<file path="src/rtl/branch_predict_ctrl_pkg.sv">
// branch_predict_ctrl_pkg: shared encodings for the front-end branch predictor.
package branch_predict_ctrl_pkg;
  typedef enum logic [1:0] {SNT = 2'b00, WNT = 2'b01, WT = 2'b10, ST = 2'b11} bht_e;
  typedef enum logic {IDLE = 1'b0, FLUSH = 1'b1} fsm_e;
  localparam logic [4:0] LINK_RA = 5'd1;
  localparam logic [4:0] LINK_T0 = 5'd5;
  function automatic logic is_link(input logic [4:0] r);
    return r == LINK_RA || r == LINK_T0;
  endfunction
endpackage

</file>
<file path="src/rtl/branch_predict_ctrl_ras_stack.sv">
// branch_predict_ctrl_ras_stack: circular return-address stack; a full push overwrites the oldest entry.
module branch_predict_ctrl_ras_stack #(
  parameter int DEPTH = 4
) (
  input  logic        clk,
  input  logic        rst,
  input  logic        i_push,
  input  logic        i_pop,
  input  logic [31:0] i_data,
  output logic [31:0] o_top,
  output logic        o_empty
);
  localparam int PW = $clog2(DEPTH);
  localparam int CW = $clog2(DEPTH + 1);
  logic [31:0]   r_mem [DEPTH];
  logic [PW-1:0] r_ptr;
  logic [CW-1:0] r_cnt;
  logic [PW-1:0] w_top_idx;
  logic          w_do_pop;
  assign w_top_idx = r_ptr - PW'(1);
  assign o_empty   = r_cnt == '0;
  assign o_top     = r_mem[w_top_idx];
  assign w_do_pop  = i_pop && !o_empty;
  // pop-then-push collapses to replacing the top entry in place
  always_ff @(posedge clk or posedge rst)
    if (rst) begin
      r_ptr <= '0;
      r_cnt <= '0;
      for (int i = 0; i < DEPTH; i++) r_mem[i] <= '0;
    end else if (w_do_pop && i_push) begin
      r_mem[w_top_idx] <= i_data;
    end else if (w_do_pop) begin
      r_ptr <= w_top_idx;
      r_cnt <= r_cnt - CW'(1);
    end else if (i_push) begin
      r_mem[r_ptr] <= i_data;
      r_ptr        <= r_ptr + PW'(1);
      if (r_cnt != CW'(DEPTH)) r_cnt <= r_cnt + CW'(1);
    end
endmodule

</file>
<file path="src/rtl/branch_predict_ctrl.sv">
// branch_predict_ctrl: BHT/RAS next-PC prediction with registered redirect and timed flush on mispredict.
module branch_predict_ctrl
  import branch_predict_ctrl_pkg::*;
#(
  parameter int BHT_IDX_W    = 6,
  parameter int RAS_DEPTH    = 4,
  parameter int FLUSH_CYCLES = 2
) (
  input  logic        clk,
  input  logic        rst,
  input  logic        if_valid,
  input  logic        if_stall,
  input  logic [31:0] if_pc,
  input  logic        if_B_type,
  input  logic        if_jal,
  input  logic        if_jalr,
  input  logic [4:0]  if_rs1,
  input  logic [4:0]  if_rd,
  input  logic [31:0] if_imme,
  output logic        pred_taken,
  output logic [31:0] pred_pc,
  input  logic        ex_valid,
  input  logic        ex_B_type,
  input  logic        ex_jump,
  input  logic [31:0] ex_pc,
  input  logic        ex_taken,
  input  logic [31:0] ex_target,
  input  logic        ex_pred_taken,
  input  logic [31:0] ex_pred_pc,
  output logic        redirect,
  output logic [31:0] redirect_pc,
  output logic        flush,
  output logic [31:0] mispredict_cnt
);
  localparam int CW = FLUSH_CYCLES > 1 ? $clog2(FLUSH_CYCLES) : 1;
  logic [1:0]           r_bht [2**BHT_IDX_W];
  fsm_e                 r_state;
  logic [CW-1:0]        r_fcnt;
  logic                 r_redirect, r_flush;
  logic [31:0]          r_redirect_pc, r_cnt;
  logic [BHT_IDX_W-1:0] w_if_idx, w_ex_idx;
  logic [1:0]           w_ex_bht;
  logic                 w_if_upd, w_pop, w_push, w_ras_empty, w_ex_op, w_mispredict;
  logic [31:0]          w_ras_top, w_seq_pc, w_br_pc, w_correct_pc;
  assign w_if_idx = if_pc[BHT_IDX_W+1:2];
  assign w_ex_idx = ex_pc[BHT_IDX_W+1:2];
  assign w_ex_bht = r_bht[w_ex_idx];
  assign w_seq_pc = if_pc + 32'd4;
  assign w_br_pc  = if_pc + if_imme;
  assign w_if_upd = if_valid && !if_stall && !r_flush;
  assign w_pop    = if_jalr && is_link(if_rs1) && (if_rd == 5'd0 || (is_link(if_rd) && if_rs1 != if_rd));
  assign w_push   = (if_jal || if_jalr) && is_link(if_rd);
  branch_predict_ctrl_ras_stack #(.DEPTH(RAS_DEPTH)) u_ras (
    .clk     (clk),
    .rst     (rst),
    .i_push  (w_if_upd && w_push),
    .i_pop   (w_if_upd && w_pop),
    .i_data  (w_seq_pc),
    .o_top   (w_ras_top),
    .o_empty (w_ras_empty)
  );
  assign pred_taken = if_jal ? 1'b1 : if_B_type ? r_bht[w_if_idx][1] : (w_pop && !w_ras_empty);
  assign pred_pc    = !pred_taken ? w_seq_pc : (if_jal || if_B_type) ? w_br_pc : w_ras_top;
  // EX ops arriving during a flush are wrong-path and must not train or redirect
  assign w_ex_op      = ex_valid && (ex_B_type || ex_jump) && r_state == IDLE;
  assign w_mispredict = w_ex_op && ((ex_taken != ex_pred_taken) || (ex_taken && ex_target != ex_pred_pc));
  assign w_correct_pc = ex_taken ? ex_target : ex_pc + 32'd4;
  always_ff @(posedge clk or posedge rst)
    if (rst)
      for (int i = 0; i < 2**BHT_IDX_W; i++) r_bht[i] <= WNT;
    else if (w_ex_op && ex_B_type)
      r_bht[w_ex_idx] <= ex_taken ? (w_ex_bht == ST ? ST : w_ex_bht + 2'd1)
                                  : (w_ex_bht == SNT ? SNT : w_ex_bht - 2'd1);
  always_ff @(posedge clk or posedge rst)
    if (rst) begin
      r_state       <= IDLE;
      r_fcnt        <= '0;
      r_redirect    <= 1'b0;
      r_redirect_pc <= '0;
      r_flush       <= 1'b0;
      r_cnt         <= '0;
    end else if (r_state == IDLE) begin
      r_redirect <= w_mispredict;
      if (w_mispredict) begin
        r_state       <= FLUSH;
        r_fcnt        <= CW'(FLUSH_CYCLES - 1);
        r_redirect_pc <= w_correct_pc;
        r_flush       <= 1'b1;
        if (r_cnt != '1) r_cnt <= r_cnt + 32'd1;
      end
    end else begin
      r_redirect <= 1'b0;
      if (r_fcnt == '0) begin
        r_state <= IDLE;
        r_flush <= 1'b0;
      end else begin
        r_fcnt <= r_fcnt - CW'(1);
      end
    end
  assign redirect       = r_redirect;
  assign redirect_pc    = r_redirect_pc;
  assign flush          = r_flush;
  assign mispredict_cnt = r_cnt;
endmodule

</file>
<file path="config.mk">
export PLATFORM = sky130hd
export DESIGN_NAME = branch_predict_ctrl
export DESIGN_NICKNAME = d
export VERILOG_FILES = /design/src/rtl/branch_predict_ctrl_pkg.sv /design/src/rtl/branch_predict_ctrl_ras_stack.sv /design/src/rtl/branch_predict_ctrl.sv
export SDC_FILE = /design/constraint.sdc
export NUM_CORES = 1
export LEC_CHECK = 0
export BUFFER_PORTS_ARGS = -buffer_cell sky130_fd_sc_hd__buf_2
export CORE_UTILIZATION = 40
export CTS_CLUSTER_SIZE = 16
export DETAILED_ROUTE_END_ITERATION = 10
export SKIP_CTS_REPAIR_TIMING = 1
export SYNTH_ARGS = -nofsm -noshare
export SYNTH_HDL_FRONTEND = slang
export SYNTH_HIERARCHICAL = 1
export SYNTH_SLANG_ARGS = --single-unit
</file>
<file path="constraint.sdc">
create_clock -name clk -period 6.7 [get_ports clk]
set_input_delay 0.67 -clock clk [delete_from_list [all_inputs] [get_ports clk]]
set_output_delay 0.67 -clock clk [all_outputs]
set_load 0.05 [all_outputs]
</file>
==> results of run 1 <==
==> where the power goes <==
part | internal (µW) | switching, µW
logic | 654 | 1260
clock network | 1380 | 852
registers | 2250 | 154
total | 4290 | 2260
==> area by class of cell <==
class / count / area [µm²]
Timing Repair Buffer: 302 / 1567
Clock buffer: 61 / 1201
Antenna cell: 1 / 2.502
Inverter: 43 / 171.4
Fill cell: 4539 / 25990
Clock inverter: 8 / 142.6
Multi-Input combinational cell: 1380 / 10940
Sequential cell: 329 / 8314
Tap cell: 664 / 830.8
==> final timing paths <==
check | startpoint | endpoint | slack, ns | depth (start not counted)
max in group asynchronous | rst | r_bht[51]$_DFFE_PP0P_ | 4.85 | 3
worst max register to register | flush$_DFFE_PP0P_ | u_ras/r_mem[106]$_DFFE_PP0P_ | 2.88 | 9
worst min register to register | u_ras/r_mem[11]$_DFFE_PP0P_ | u_ras/r_mem[11]$_DFFE_PP0P_ | 0.49 | 1
min in group clk | ex_target[31] | redirect_pc[31]$_DFFE_PP0P_ | 0.43 | 3
worst max-delay path | if_pc[2] | pred_pc[19] | 2.00 | 10
worst min-delay path | rst | mispredict_cnt[22]$_DFFE_PP0P_ | 0.28 | 2
==> sequential cells by signal, summed over array words and instances (netlist names) <==
register and count:
flush 1, redirect 1, mispredict_cnt 32, u_ras/r_cnt 3
r_state 1, u_ras/r_ptr 2, u_ras/r_mem 128, r_bht 128
r_fcnt 1, redirect_pc 32
==> synth_stat cells (all sizes together), types with 31 or more instances <==
library cell,instances,area share [%]
o21ai,114,2.9
dfstp,64,8.4
nor3,31,0.80
mux4,62,7.0
dfrtp,265,33
xor2,77,3.4
xnor2,69,3.0
a21oi,95,2.5
buf,51,2.3
nand2,218,4.1
clkbuf,46,0.86
inv,42,0.79
ha,41,2.6
mux2,239,15
nor2,114,2.2
nand3,62,1.6
==> metrics by stage <==
step	instances	utilization [%]	total power [µW]	hold slack (ns)	area, µm²
after detailed placement	2718	44.39	4349	0.4747	21820
after global routing	2788	47.13	6843	0.3380	23170
after floorplan	1849	-	3823	0.4524	20020
after global placement	2718	44.39	4316	0.4633	21820
final	2788	47.13	6549	0.2815	23170
after CTS	2787	47.12	6618	0.2994	23160
==> worst max-delay path: cells and delay by family <==
family	cells	cell delay [ns]
compound gates	2	0.41
buf+inv	3	1.26
mux	2	1.09
simple gates	3	0.57
==> cells by family after synthesis <==
| family | count (synthesis) | share of synthesized area, % |
|---|---|---|
| and+or+nand+nor | 546 | 12.68 |
| DFF | 329 | 41.53 |
| muxes | 324 | 22.89 |
| AOI/OAI and AO/OA | 319 | 9.633 |
| xor gates and xnor gates | 146 | 6.389 |
| buffers and inverters | 140 | 4.001 |
| adders and majority gates | 45 | 2.882 |
==> per-layer routing <==
metal  track usage, %  vias up  routed length (µm)
li1                 -     7163                   -
met1            29.87     7782               25060
met2            38.53      573               28110
met3            5.530       98                4309
met4            7.264        2                1462
met5                0        -                   9
==> results.toml, run 1 <==
[power]
vdd_drop_max_mv = 0.2212
p_per_area_nw_per_um2 = 282.7
cellLeakagePower_uw = 0.01044

[global_route]
grt_start_max_net_pins = 130
track_usage_pct = 23.23
first_global_vias = 16160
antenna_violations_before_repair = 2
overflow = 0
grt_pass1_wl_um = 91890

[sta]
report.final.hold_viol_count = 0
finalSetupViolCount = 0
max_freq_ghz = 0.2129
worst_pin_slew_ns = 1.235
totalNegativeSetupSlack_ns = 0
finalClockSkew_ns = 0.01228
slew_violations = 0
fin_crit_sh_pct = 70.11
final.setup.worst_slack_ns = 2.003
slew-limit-headroom_pct = 17.37
fin_crit_ns = 4.697
grt_setup_unrepaired = "false"

[synth]
seq_area_frac_synth_pct = 41.53
syn_nets = 2074
ys_seq_elements = 329
synthesis.yosys.warnings = 6
synth_edf_count = 0
synth-async-reset-ratio_pct = 100.0
synth.avg_cell_area_um2 = 10.83
synth_ff_type = "dfrtp_1"
synth_cells = 1849
netlist_area_um2 = 20020
synth.lib_cells_used.distinct = 79

[route]
route.detailed.vias_per_inst = 5.602
final_antenna_net_count = 0
drt_wl_total_um = 58950
route.detailed.wl_per_inst_um = 21.14
drc = 0
via_count = 15620
drt_first_iter_violations = 1126
drtPass1Iterations = 5

[cts]
root_buffer = "clkbuf_16"
clk_pin_slew_ns = 0.06
worst_skew_pair.late_latency_ns = 0.55
cts_num_sinks = 329
htreeDepth = 2
cts_buffer_depth = 3
tritoncts = "yes"
cts_made_buffers = 38

[critical_path]
critPathArrivalTime_ns = 4.03
startpoint_type = "input pin"
setup.worst_path.class = "input pin to primary output"
cpMaxStageDelayCell = "mux4_2"
biggest_cell_delay_along_the_critical_path_ns = 0.60
cp.required_ns = 6.03
cp-end-kind = "primary output"
critical_path.max_fanout = 30
crit_path_cell_trace = "buf_2 > mux4_2 > mux4_2 > nand4b_1 > o311a_1 > and3_1 > buf_4 > nor2_1 > a211oi_1 > buf_2"

[flow_run]
maxCapViolations = 0

[min_path]
hold_path_class = "input pin to asynchronous set/reset pin"

[place]
place.port_buffers = 280
dpl_worst_slack_ns = 1.967
detailed_placer_s_ending_hpwl_um = 41830
place_congestion = 0.9188

[floorplanning]
site_rows = 81
die_width_um = 225.7
core_area_um2 = 49150
floorplan.die.height_um = 225.7
fp.dieArea_um2 = 50940
boundaryPins = 281
floorplan.initialDensity_pct = 40.72

[outcome]
status = "complete, no violations"

[finish]
fin_nets = 2319
area_growth_pct = 15.74
fraction_of_layout_cells_with_a_size_suffix_above_1_pct = 35.00
leading_cell_type_in_the_layout_fill_and_taps_excluded = "buf_2"
layout_common_cells = "buf_2, dfrtp_1, nand2_1, mux2_2, o21ai_0"
Power figures use the tool's default switching activity.
==> run 2, diff against run 1 <==
--- a/config.mk
+++ b/config.mk
@@ -5,6 +5,7 @@
 export SDC_FILE = /design/constraint.sdc
 export NUM_CORES = 1
 export LEC_CHECK = 0
+export ABC_AREA = 1
 export BUFFER_PORTS_ARGS = -buffer_cell sky130_fd_sc_hd__buf_2
 export CORE_UTILIZATION = 40
 export CTS_CLUSTER_SIZE = 16
==> constraint.sdc (replaced) <==
create_clock -name clk -period 4.4 [get_ports clk]
set_input_delay 0.44 -clock clk [delete_from_list [all_inputs] [get_ports clk]]
set_output_delay 0.44 -clock clk [all_outputs]
set_load 0.05 [all_outputs]
==> run 2 against run 1 <==
- the flow now finishes with violations (hold timing)
- via count is 46% higher
- sequential share of layout area is 3.5 points lower
- core utilization is 0.59 points lower
- cell count is 58% higher
- clock power is 59% higher
- critical endpoint is now pred_pc[2]
- total power is 60% higher
- wire length is 33% higher
- register-to-register slack worse by 1.9 ns
- sequential power is 48% higher
==> results.toml, run 2 <==
[power]
p_per_area_nw_per_um2 = 407.2
vdd_drop_max_mv = 0.2846
cellLeakagePower_uw = 0.01324

[critical_path]
regToRegSetupSlack_ns = 0.99
setup.worst_path.class = "flip-flop to primary output"
startpoint_type = "flip-flop"
worst_r2r_end = "u_ras/r_mem[31]$_DFFE_PP0P_"
critical_path.reg2reg.startpoint = "flush$_DFFE_PP0P_"
crit_path_end = "pred_pc[2]"
critPathArrivalTime_ns = 3.15
cp-end-kind = "primary output"
critical_path.max_fanout = 21
rr_worst_depth = 11
cp.required_ns = 3.96
critPathLaunch = "u_ras/r_ptr[1]$_DFFE_PP0P_"

[cts]
tritoncts = "yes"
htreeDepth = 2
cts_buffer_depth = 3
root_buffer = "clkbuf_16"
cts_num_sinks = 329
clk_pin_slew_ns = 0.06
worst_skew_pair.late_latency_ns = 0.56
cts_made_buffers = 39

[route]
route.detailed.vias_per_inst = 5.175
top_layer = "met5"
wl_met3_um = 4992
route.detailed.wl_per_inst_um = 17.77
drc = 0
drt_wl_total_um = 78220
drtPass1Iterations = 5
wl_met1_um = 34830
final_antenna_net_count = 0
drt_first_iter_violations = 1735
via_count = 22780
route.met2.wl_um = 35330

[place]
place.port_buffers = 280
place_congestion = 0.9656
dpl_worst_slack_ns = 0.8614
detailed_placer_s_ending_hpwl_um = 56350
placed_area_um2 = 24280

[sta]
fin_crit_sh_pct = 81.55
max_freq_ghz = 0.2787
final.setup.worst_slack_ns = 0.8117
finalSetupViolCount = 0
slew-limit-headroom_pct = 34.00
fin_crit_ns = 3.588
worst_pin_slew_ns = 0.9852
report.final.hold_viol_count = 3
finalClockSkew_ns = 0.01373
final.hold.worst_slack_ns = -0.005471
slew_violations = 0
grt_setup_unrepaired = "false"
totalNegativeSetupSlack_ns = 0

[synth]
synth.lib_cells_used.distinct = 42
yosys.area_share.simple_pct = 37.47
synthesis.yosys.warnings = 6
synth_ff_type = "dfrtp_1"
main_combinational_cell_family_by_area_after_synthesis = "simple AND/OR/NAND/NOR gates"
synth_compound_gate_area_share_pct = 9.593
synth.cells.most_frequent = "nand2_1, inv_1, dfrtp_1, nor2_1, nand3_1"
post_synth_main_area_contributors = "dfrtp_1, nand2_1, dfstp_2"
post_synth_xor_area_fraction_pct = 3.996
netlist_area_um2 = 22360
synth.avg_cell_area_um2 = 6.544
synth_fa_ha_area_share_pct = 2.474
synth_cells = 3416
synth_top_area_share_pct = 29.66
synth_most_common_cell = "nand2_1"
seq_area_frac_synth_pct = 37.19
syn_nets = 3641
synth_edf_count = 0
synth_largest_area_cell = "dfrtp_1"
synth-async-reset-ratio_pct = 100.0
synth.mux.area_fraction_pct = 0.4925
ys_seq_elements = 329

[floorplanning]
boundaryPins = 281
fp.dieArea_um2 = 56840
floorplan.initialDensity_pct = 40.50
site_rows = 86
floorplan.die.height_um = 238.4
core_area_um2 = 55200
die_width_um = 238.4

[finish]
layout_common_cells = "nand2_1, inv_1, buf_2, dfrtp_1, nor2_1"
fraction_of_layout_cells_with_a_size_suffix_above_1_pct = 13.17
antenna_cells = 0
fin_nets = 3848
area_growth_pct = 14.92
leading_registers_by_flop_count = "r_bht: 128 flops, u_ras/r_mem: 128 flops"
leading_cell_type_in_the_layout_fill_and_taps_excluded = "nand2_1"
filler_cell_count = 5812
final_area_um2 = 25690

[min_path]
hold_path_class = "input pin to asynchronous set/reset pin"

[global_route]
grt_start_max_net_pins = 83
first_global_vias = 21750
overflow = 0
grt_pass1_wl_um = 122400
track_usage_pct = 27.52
antenna_violations_before_repair = 1

[outcome]
status = "complete, but fails checks"
violations = "hold timing"

[flow_run]
maxCapViolations = 0
## run 2: metrics by stage
step | total power [µW] | std cells | util (%)
after CTS | 10510 | 4401 | 46.54
after global routing | 10980 | 4401 | 46.54
final | 10460 | 4401 | 46.54
after detailed placement | 6935 | 4330 | 43.98
after floorplan | 5912 | 3416 | -
after global placement | 6927 | 4330 | 43.98
## run 2: critical path, stage by stage (launching register included)
cell and delay [ns]:
dfrtp_1 0.39, inv_1 0.09, ha_1 0.29, inv_1 0.38, buf_4 0.38, o21ai_0 0.13, o22ai_1 0.31, nand2_1 0.11
o21ai_0 0.10, nand2_1 0.07, nand2_1 0.08, buf_2 0.27
## run 2: how the worst min path moves through the flow
stage / endpoint / slack [ns]
after global placement: r_fcnt$_DFFE_PP0P_ / 0.45
after detailed placement: r_fcnt$_DFFE_PP0P_ / 0.45
after global routing: mispredict_cnt[16]$_DFFE_PP0P_ / 0.03
after CTS: mispredict_cnt[4]$_DFFE_PP0P_ / -0.01
final: mispredict_cnt[20]$_DFFE_PP0P_ / -0.005
after floorplan: r_fcnt$_DFFE_PP0P_ / 0.44
## run 2: cell families after synthesis
kind of cell,count (synthesis)
simple gates,2066
buf+inv,464
compound gates,401
flops,329
xor+xnor,102
fa+ha+maj,43
mux,11
## run 2: cell type report
cell class	instances	area, µm²	share of cell area, %
multi-input combinational	2623	12100	47.09
sequential	329	8314	32.36
timing repair buffer	313	1737	6.760
clock buffer	58	1230	4.787
inverter	317	1196	4.656
tap	748	935.9	3.643
clock inverter	13	181.4	0.7062
## run 2: power breakdown
group	internal (µW)	switching [µW]
sequential	3370	203
clock	2170	1360
combinational	878	2480
total	6420	4040
## run 2: layer usage
layer	up-vias	global-route usage, %
met1	10560	37.07
met3	156	4.593
met5	-	0
met2	797	43.96
li1	11260	-
met4	2	10.86
==> run 3, diff against run 2 <==
==> constraint.sdc (replaced) <==
create_clock -name clk -period 3.26 [get_ports clk]
set_input_delay 0.326 -clock clk [delete_from_list [all_inputs] [get_ports clk]]
set_output_delay 0.326 -clock clk [all_outputs]
set_load 0.05 [all_outputs]
==> run 3 against run 2 <==
- the run now ends clean
- largest power group unchanged
- cell area rose by 0.82%
- critical path type unchanged
- total power rose by 32%
- core utilization rose by 0.38 points
- cell count rose by 0.73%
==> results.toml, run 3 (synthesis gave the netlist of run 2 again) <==
[outcome]
status = "complete, no violations"

[global_route]
first_global_vias = 22300
grt_pass1_wl_um = 124200
overflow = 0
grt_start_max_net_pins = 73
antenna_violations_before_repair = 2
track_usage_pct = 27.66

[place]
detailed_placer_s_ending_hpwl_um = 57470
place_congestion = 0.9732
place.port_buffers = 280
dpl_worst_slack_ns = 0.3232
place.detailed.instances = 4361
placed_area_um2 = 24630

[cts]
clk_pin_slew_ns = 0.06
cts_made_buffers = 39
tritoncts = "yes"
cts_num_sinks = 329
htreeDepth = 2
root_buffer = "clkbuf_16"
worst_skew_pair.late_latency_ns = 0.56
cts_buffer_depth = 3

[route]
drtPass1Iterations = 5
drt_wl_total_um = 78010
drc = 0
route.detailed.wl_per_inst_um = 17.60
drt_first_iter_violations = 1929
via_count = 23000
final_antenna_net_count = 0
route.detailed.vias_per_inst = 5.189

[finish]
fraction_of_layout_cells_with_a_size_suffix_above_1_pct = 13.68
layout_common_cells = "nand2_1, inv_1, buf_2, dfrtp_1, nor2_1"
leading_registers_by_flop_count = "r_bht: 128 flops, u_ras/r_mem: 128 flops"
final_area_um2 = 25900
filler_cell_count = 5885
area_growth_pct = 15.87
leading_cell_type_in_the_layout_fill_and_taps_excluded = "nand2_1"
fin_nets = 3880
post_layout_nonfiller_instances = 4433

[floorplanning]
boundaryPins = 281
floorplan.die.height_um = 238.4
floorplan.initialDensity_pct = 40.50
die_width_um = 238.4
core_area_um2 = 55200
fp.dieArea_um2 = 56840
site_rows = 86

[sta]
report.final.hold_viol_count = 0
finalClockSkew_ns = 0.02622
fin_crit_ns = 3.066
grt_setup_unrepaired = "false"
worst_pin_slew_ns = 0.7532
totalNegativeSetupSlack_ns = 0
slew_violations = 0
final.setup.worst_slack_ns = 0.1937
max_freq_ghz = 0.3261
finalSetupViolCount = 0
slew-limit-headroom_pct = 49.79
fin_crit_sh_pct = 94.06

[critical_path]
cp.required_ns = 2.93
cp-end-kind = "primary output"
setup.worst_path.class = "flip-flop to primary output"
startpoint_type = "flip-flop"
critPathArrivalTime_ns = 2.74
critical_path.max_fanout = 14

[min_path]
hold_path_class = "input pin to flip-flop"

[power]
cellLeakagePower_uw = 0.01337
report.power.total_uw = 13760
vdd_drop_max_mv = 0.3562
p_per_area_nw_per_um2 = 531.4

[flow_run]
maxCapViolations = 0
-- run 3: cell count changes in the layout (fill, tap and decap cells not counted), sizes merged, moves of 3 or more --
cell    change
buf        +31
clkinv      +6
inv         -3
bufinv      -3
-- run 3: final timing paths --
| check | depth (start not counted) | slack, ns | to | start |
|---|---|---|---|---|
| max | 11 | 0.19 | pred_pc[28] | u_ras/r_ptr[1]$_DFFE_PP0P_ |
| min | 3 | 0.09 | redirect_pc[16]$_DFFE_PP0P_ | ex_target[16] |
| max reg2reg | 11 | 0.38 | u_ras/r_mem[21]$_DFFE_PP0P_ | flush$_DFFE_PP0P_ |
| min reg2reg | 1 | 0.46 | r_fcnt$_DFFE_PP0P_ | r_state$_DFF_PP0_ |
| max in group asynchronous | 5 | 1.83 | redirect_pc[19]$_DFFE_PP0P_ | rst |
| min in group asynchronous | 3 | 0.39 | mispredict_cnt[31]$_DFFE_PP0P_ | rst |
-- run 3: area by class of cell --
type / count / area, µm² / share of cell area, %
flip-flops and latches: 329 / 8314 / 32.10
well taps: 748 / 935.9 / 3.613
multi-input cells: 2623 / 12100 / 46.70
diodes: 1 / 2.502 / 0.009661
repair buffers: 345 / 2100 / 8.105
clock buffers: 58 / 1160 / 4.478
inverters: 317 / 1197 / 4.623
clock inverters: 12 / 96.34 / 0.3719
-- run 3: per-layer routing --
| metal | part of all wire, % | GRT usage, % |
|---|---|---|
| met1 | 44 | 37.50 |
| met5 | 0.017 | 0 |
| met2 | 46 | 44.84 |
| met4 | 3.3 | 10.04 |
| met3 | 6.6 | 3.899 |
-- run 3: through the flow --
stage	hold slack (ns)	utilization (%)
global route	0.08968	46.92
floorplan	0.4351	-
CTS	-0.1929	46.89
global placement	0.3948	44.61
finish	0.09203	46.92
detailed placement	0.3999	44.61
-- run 3: power by group --
group	total, µW	internal, µW	leakage [µW]	switching [µW]
combinational	4610	1260	0.00847	3340
sequential	4830	4550	0.00428	278
clock	4330	2540	0.000625	1790
total	13800	8360	0.0134	5410
-- run 3: critical path, cell delays in order, from the launching register on --
cell     delay [ns]
dfrtp_1        0.36
inv_1          0.08
ha_1           0.37
inv_1          0.11
buf_4          0.21
o21ai_0        0.12
o22ai_1        0.28
nand2_1        0.10
nand2_1        0.09
nand2_1        0.05
nand2_1        0.11
buf_2          0.28
